### src/rtl/div_sequencer.sv
// Multi-cycle restoring divider for DIV/DIVU: one quotient bit per cycle, with sign
// handling, divide-by-zero short path and annul (flush) support.
module div_sequencer #(
  parameter int unsigned WIDTH = 32,
  parameter int unsigned CNT_W = 6
) (
  input  logic               clk,
  input  logic               rst,
  input  logic               start,
  input  logic               signed_div,
  input  logic [WIDTH-1:0]   opdata1,
  input  logic [WIDTH-1:0]   opdata2,
  input  logic               annul,
  output logic [2*WIDTH-1:0] result,
  output logic               ready,
  output logic               busy
);

  typedef enum logic [1:0] {
    StIdle,
    StDivZero,
    StOn,
    StEnd
  } state_e;

  state_e               state_q, state_d;
  logic [CNT_W-1:0]     cnt_q, cnt_d;
  logic [2*WIDTH:0]     rem_q, rem_d;
  logic [WIDTH-1:0]     divisor_q, divisor_d;
  logic                 qneg_q, qneg_d;
  logic                 rneg_q, rneg_d;
  logic [2*WIDTH-1:0]   result_q, result_d;
  logic                 ready_q, ready_d;
  logic                 busy_q, busy_d;

  // Operand preparation: magnitudes and result signs for signed division
  logic                 neg1, neg2;
  logic [WIDTH-1:0]     abs1, abs2;

  always_comb begin
    neg1 = signed_div & opdata1[WIDTH-1];
    neg2 = signed_div & opdata2[WIDTH-1];
    abs1 = neg1 ? -opdata1 : opdata1;
    abs2 = neg2 ? -opdata2 : opdata2;
  end

  // One restoring step: {partial remainder, quotient} shifted left, trial subtract on top
  logic [2*WIDTH:0]     step_sh;
  logic [WIDTH:0]       step_diff;
  logic [2*WIDTH:0]     step_rem;
  logic [WIDTH-1:0]     quo_fix, rem_fix;

  always_comb begin
    step_sh   = rem_q << 1;
    step_diff = step_sh[2*WIDTH:WIDTH] - {1'b0, divisor_q};
    if (step_diff[WIDTH]) begin
      step_rem = step_sh;
    end else begin
      step_rem = {step_diff, step_sh[WIDTH-1:1], 1'b1};
    end
    quo_fix = qneg_q ? -step_rem[WIDTH-1:0] : step_rem[WIDTH-1:0];
    rem_fix = rneg_q ? -step_rem[2*WIDTH-1:WIDTH] : step_rem[2*WIDTH-1:WIDTH];
  end

  always_comb begin
    state_d   = state_q;
    cnt_d     = cnt_q;
    rem_d     = rem_q;
    divisor_d = divisor_q;
    qneg_d    = qneg_q;
    rneg_d    = rneg_q;
    result_d  = result_q;

    unique case (state_q)
      StIdle: begin
        if (start && !annul) begin
          rem_d     = {{(WIDTH+1){1'b0}}, abs1};
          divisor_d = abs2;
          qneg_d    = neg1 ^ neg2;
          rneg_d    = neg1;
          cnt_d     = '0;
          state_d   = (opdata2 == '0) ? StDivZero : StOn;
        end
      end
      StDivZero: begin
        if (annul) begin
          state_d = StIdle;
        end else begin
          result_d = '0;
          state_d  = StEnd;
        end
      end
      StOn: begin
        if (annul) begin
          state_d = StIdle;
        end else begin
          rem_d = step_rem;
          cnt_d = cnt_q + 1'b1;
          // Last of WIDTH steps: sign-correct straight into the result register
          if (cnt_q == CNT_W'(WIDTH - 1)) begin
            result_d = {rem_fix, quo_fix};
            state_d  = StEnd;
          end
        end
      end
      StEnd: begin
        state_d = StIdle;
      end
      default: begin
        state_d = StIdle;
      end
    endcase

    ready_d = (state_d == StEnd);
    busy_d  = (state_d != StIdle);
  end

  always_ff @(posedge clk) begin
    if (rst) begin
      state_q   <= StIdle;
      cnt_q     <= '0;
      rem_q     <= '0;
      divisor_q <= '0;
      qneg_q    <= 1'b0;
      rneg_q    <= 1'b0;
      result_q  <= '0;
      ready_q   <= 1'b0;
      busy_q    <= 1'b0;
    end else begin
      state_q   <= state_d;
      cnt_q     <= cnt_d;
      rem_q     <= rem_d;
      divisor_q <= divisor_d;
      qneg_q    <= qneg_d;
      rneg_q    <= rneg_d;
      result_q  <= result_d;
      ready_q   <= ready_d;
      busy_q    <= busy_d;
    end
  end

  assign result = result_q;
  assign ready  = ready_q;
  assign busy   = busy_q;

endmodule
### config.mk
export PLATFORM = sky130hd
export DESIGN_NAME = div_sequencer
export DESIGN_NICKNAME = d
export VERILOG_FILES = /design/src/rtl/div_sequencer.sv
export SDC_FILE = /design/constraint.sdc
export NUM_CORES = 1
export LEC_CHECK = 0
export BUFFER_PORTS_ARGS = -buffer_cell sky130_fd_sc_hd__buf_2
export CAP_MARGIN = 20
export CORE_MARGIN = 2
export CORE_UTILIZATION = 35
export CTS_CLUSTER_DIAMETER = 50
export DETAILED_ROUTE_END_ITERATION = 8
export GPL_TIMING_DRIVEN = 0
export SLEW_MARGIN = 0
export SYNTH_ARGS = -nofsm -noshare
export SYNTH_HDL_FRONTEND = slang
export SYNTH_SLANG_ARGS = --single-unit
export TNS_END_PERCENT = 10
### constraint.sdc
create_clock -name clk -period 11.5 [get_ports clk]
set_input_delay 2.3 -clock clk [delete_from_list [all_inputs] [get_ports clk]]
set_output_delay 2.3 -clock clk [all_outputs]
set_load 0.05 [all_outputs]
==> results.md <==
Route:
- For this run, the detailed router's first-pass iteration total came to 5.
- After detailed routing, the number of vias per cell comes to approximately 5.5.
- The first-iteration detailed-routing DRC count is 1094.
- The residual DRC count is 0.
- The final route contains approximately 12000 vias.
- The total detailed-routing wirelength is slightly below 40 mm.
- The final antenna-violating net count is 0.
- The final routed wire length divided by cell count is 18.2 µm.

Die:
- The floorplan has 66 rows.
- The die extent in y is 187 µm.
- about 140 I/O pins were placed.
- The floorplan die area is between 30000 and 40000 µm².
- The core region is around 33000 µm².
- The effective utilization at floorplan is 0.357.
- From left edge to right edge, the die measures roughly 190 µm.

Clock tree:
- Clock tree synthesis inserted a total of 17 buffers.
- Counting along the longest clock path gives a buffer depth of 2.
- The clock tree from TritonCTS is built.
- The post-CTS repair timing setup buffer count is 0.
- After clock tree synthesis, the clock-pin slew on the worst setup and hold paths is about 0.07 ns.
- The number of gates resized after CTS was 0.
- The number of buffers inserted for hold repair after clock tree synthesis is 0.
- The latest clock arrival within the worst-skew pair is between 0.4 and 0.5 ns.
- The clock drives between 150 and 200 sinks.
- The library cell used as clock root buffer is sky130_fd_sc_hd__clkbuf_16.
- The number of H-tree levels is 4.

Synth:
- The count of flip-flops with a built-in enable after synthesis is 0.
- The synthesized design contains roughly 170 register bits.
- The predominant post-synthesis flop cell is sky130_fd_sc_hd__dfxtp_1.
- The part of the Yosys area used for sequential elements is 0.295.
- The post-synthesis instance area is 11700 µm².
- The net count after synthesis is 1674.
- In the synthesized netlist the async set-or-reset flop fraction comes to 0.
- The number of distinct library cells after synthesis is between 80 and 90.
- The total number of yosys warnings is 0.
- The synthesized netlist cell count is 1567.
- The mean post-synth cell area is roughly 7.5 µm².

STA:
- The clock tree skew after final layout is roughly 0.014 ns.
- The top achievable clock speed is between 150 and 200 MHz.
- The clock period minus worst slack is about 6.5 ns.
- In the final timing run, aggregate negative setup slack is 0 ns.
- The transition time of the tightest slew-check pin is around 0.96 ns.
- The final max-slew violation count is 0.
- Setup violations remaining at the end of the flow were counted as 0.
- The final hold violation count was 0.
- The final clock period utilization by the worst path is 0.568.
- Setup repair after global routing left no endpoint under its margin.
- In this run the tightest slew margin relative to its limit is 0.349.

Run status:
- The flow ran to the end, and the final reports show no timing, DRC or antenna violations.

Critical path:
- The stage delay of the slowest cell on the critical path is around 0.53 ns.
- Among all stages on the critical path, the largest delay is contributed by sky130_fd_sc_hd__or4_1.
- At the worst endpoint, the required time is about 12 ns.
- The critical path goes through inv_1 -> ha_1 -> inv_1 -> fa_1 -> a211oi_2 -> o211ai_2 -> a21oi_2 -> a2111oi_4 -> nor3_2 -> nor2_2 -> inv_2 -> clkbuf_1 -> buf_1 -> nor2_1 -> a21oi_1 -> ha_1 -> nand2_1 -> or4_1 -> mux2i_1 -> o2111ai_1 -> o31ai_1 -> xnor2_1 -> o21ai_0.
- The data arrival at the endpoint of the critical path is ~6.8 ns.
- The worst setup path is captured at a flip-flop.
- The critical path contains buffers and inverters numbering 5 combined.
- The category of the critical setup timing path is reg -> reg.
- STA classifies the critical path startpoint as a flip-flop.
- The critical-path maximum fanout is 10.
- In this design, the largest share of critical-path delay is due to compound AO/OA/AOI/OAI gates.
- For flop-to-flop paths, the worst setup slack is around 5.0 ns.

Final layout:
- The number of nets at the end of the flow is 1827.
- The area of combinational cells with multiple inputs is between 7000 and 8000 µm².
- The fraction of final layout cells sized beyond drive strength 1 is 0.121.
- The area added between synthesis and finish is 15.7%.
- The post-route standard cell area excluding fillers is between 10000 and 15000 µm².
- The number of filler instances in the final layout is 3482.
- 0 antenna diodes ended up in the layout.
- The register area is about 3400 µm².

Placement:
- At the end of routability-driven placement, the weighted congestion stood at 0.920.
- The HPWL after detailed placement is 31.9 mm.
- The number of input and output port buffers inserted is ~130.
- Once placement finished, the instance area stood at around 13000 µm².

GRT:
- The via count of the first global-routing pass was about 11000.
- Entering global routing, the biggest net connects 17 pins.
- The overall global routing resource usage is 0.222.
- The global-route wire length before repair is around 62 mm.
- After global routing the overflow that remains totals 0.
- The initial antenna violation count was 0.

Min path:
- The path class of the tightest hold or removal check is reg -> reg.

Power:
- The static leakage power is roughly 5.4 nW.
- Dividing total power by cell area gives a power density of between 100 and 150 nW/µm².
- The worst-case IR drop observed on VDD is between 0.07 and 0.08 mV.

Job:
- The number of max-cap violations is 0.
[cells in the mapped netlist, types with 9 or more instances]
cell type,count,area (µm²)
sky130_fd_sc_hd__nand4_1,11,68.8
sky130_fd_sc_hd__nor4_1,16,100
sky130_fd_sc_hd__a22oi_1,37,278
sky130_fd_sc_hd__and3_1,10,62.6
sky130_fd_sc_hd__nand3_1,24,120
sky130_fd_sc_hd__xor2_1,58,508
sky130_fd_sc_hd__and2_1,12,75.1
sky130_fd_sc_hd__a311oi_1,15,131
sky130_fd_sc_hd__nor3_1,40,200
sky130_fd_sc_hd__inv_1,54,203
sky130_fd_sc_hd__or3_1,28,175
sky130_fd_sc_hd__buf_2,13,65.1
sky130_fd_sc_hd__or4_1,15,113
sky130_fd_sc_hd__mux2i_1,27,270
sky130_fd_sc_hd__xnor2_1,74,648
sky130_fd_sc_hd__o31ai_1,22,165
sky130_fd_sc_hd__clkbuf_1,82,308
sky130_fd_sc_hd__a21o_1,14,105
sky130_fd_sc_hd__a211oi_1,59,443
sky130_fd_sc_hd__ha_1,37,463
sky130_fd_sc_hd__nand2_1,135,507
sky130_fd_sc_hd__dfxtp_1,172,3440
sky130_fd_sc_hd__nand2b_1,10,62.6
sky130_fd_sc_hd__o211ai_1,9,67.6
sky130_fd_sc_hd__nor2_1,240,901
sky130_fd_sc_hd__a21oi_1,136,681
sky130_fd_sc_hd__o21ai_0,102,510
[path summary, 6_finish.rpt]
check,cells after the start,start,to
worst max-delay path,23,rem_q[31],result[60]
worst min-delay path,2,result[50],result[50]
worst max register to register,23,rem_q[31],result[60]
worst min register to register,2,result[50],result[50]
[cells by family (layout without fill, tap and decap cells)]
family,Yosys count,count (layout),synth area share
simple gates,574,574,0.226
compound gates,463,463,0.259
flops,172,172,0.295
buf+inv,156,321,0.0522
xor+xnor,132,132,0.0989
fa+ha+maj,38,38,0.0413
mux,32,32,0.0283
[layout by cell type, fill, tap and decap left out, types with 16 or more instances in the layout]
cell type                   count
sky130_fd_sc_hd__ha_1          37
sky130_fd_sc_hd__a21oi_1      136
sky130_fd_sc_hd__clkbuf_1      82
sky130_fd_sc_hd__a22oi_1       37
sky130_fd_sc_hd__nand3_1       24
sky130_fd_sc_hd__nor3_1        40
sky130_fd_sc_hd__xor2_1        58
sky130_fd_sc_hd__dfxtp_1      172
sky130_fd_sc_hd__clkbuf_16     17
sky130_fd_sc_hd__or3_1         28
sky130_fd_sc_hd__o31ai_1       22
sky130_fd_sc_hd__inv_1         54
sky130_fd_sc_hd__mux2i_1       27
sky130_fd_sc_hd__o21ai_0      102
sky130_fd_sc_hd__xnor2_1       74
sky130_fd_sc_hd__a211oi_1      59
sky130_fd_sc_hd__nor2_1       240
sky130_fd_sc_hd__nor4_1        16
sky130_fd_sc_hd__nand2_1      135
sky130_fd_sc_hd__buf_2        146
[sequential cells by signal (all words and copies together), names as in the netlist]
register and count:
divisor_q 32, result 64, busy 1, state_q 2
rneg_q 1, cnt_q 6, rem_q 64, ready 1
qneg_q 1
[power breakdown]
group | internal [mW] | switching [mW] | total [mW]
sequential | 0.613 | 0.0202 | 0.633
combinational | 0.124 | 0.230 | 0.354
clock | 0.346 | 0.272 | 0.618
[layout make-up]
type                       count  share of cell area
clock inverter                14              0.0135
multi-input combinational   1239               0.564
timing repair buffer         134              0.0500
tap                          442              0.0409
inverter                      55              0.0153
clock buffer                  17              0.0315
buffer                       101              0.0299
sequential                   172               0.255
[per-layer routing]
layer,vias to the layer above,global-route usage,share of wire
li1,5914,-,-
met1,5553,0.324,0.49
met2,411,0.338,0.43
met3,40,0.0386,0.068
met4,0,0.0549,0.015
met5,-,0,0
[worst register-to-register path: cells and delay by family, from the launching register on]
family	cells	cell delay (ns)
adders and majority gates	3	0.87
muxes	1	0.43
xor gates and xnor gates	1	0.16
DFF	1	0.35
AOI/OAI and AO/OA	8	1.99
and+or+nand+nor	5	1.34
buffers and inverters	5	1.27
[metrics by stage]
| stage | util | hold slack (ns) | instances | total power [mW] | setup WS (ns) |
|---|---|---|---|---|---|
| after global placement | 0.395 | 0.431 | 2142 | 0.989 | 5.12 |
| after detailed placement | 0.395 | 0.439 | 2143 | 0.994 | 5.11 |
| after global routing | 0.414 | 0.483 | 2174 | 1.67 | 4.54 |
| final | 0.414 | 0.448 | 2174 | 1.61 | 4.97 |
| after floorplan | - | 0.432 | 1567 | 0.884 | 6.45 |
| after CTS | 0.414 | 0.455 | 2174 | 1.61 | 5.07 |
Note: power is estimated with default switching activity, not from simulation.
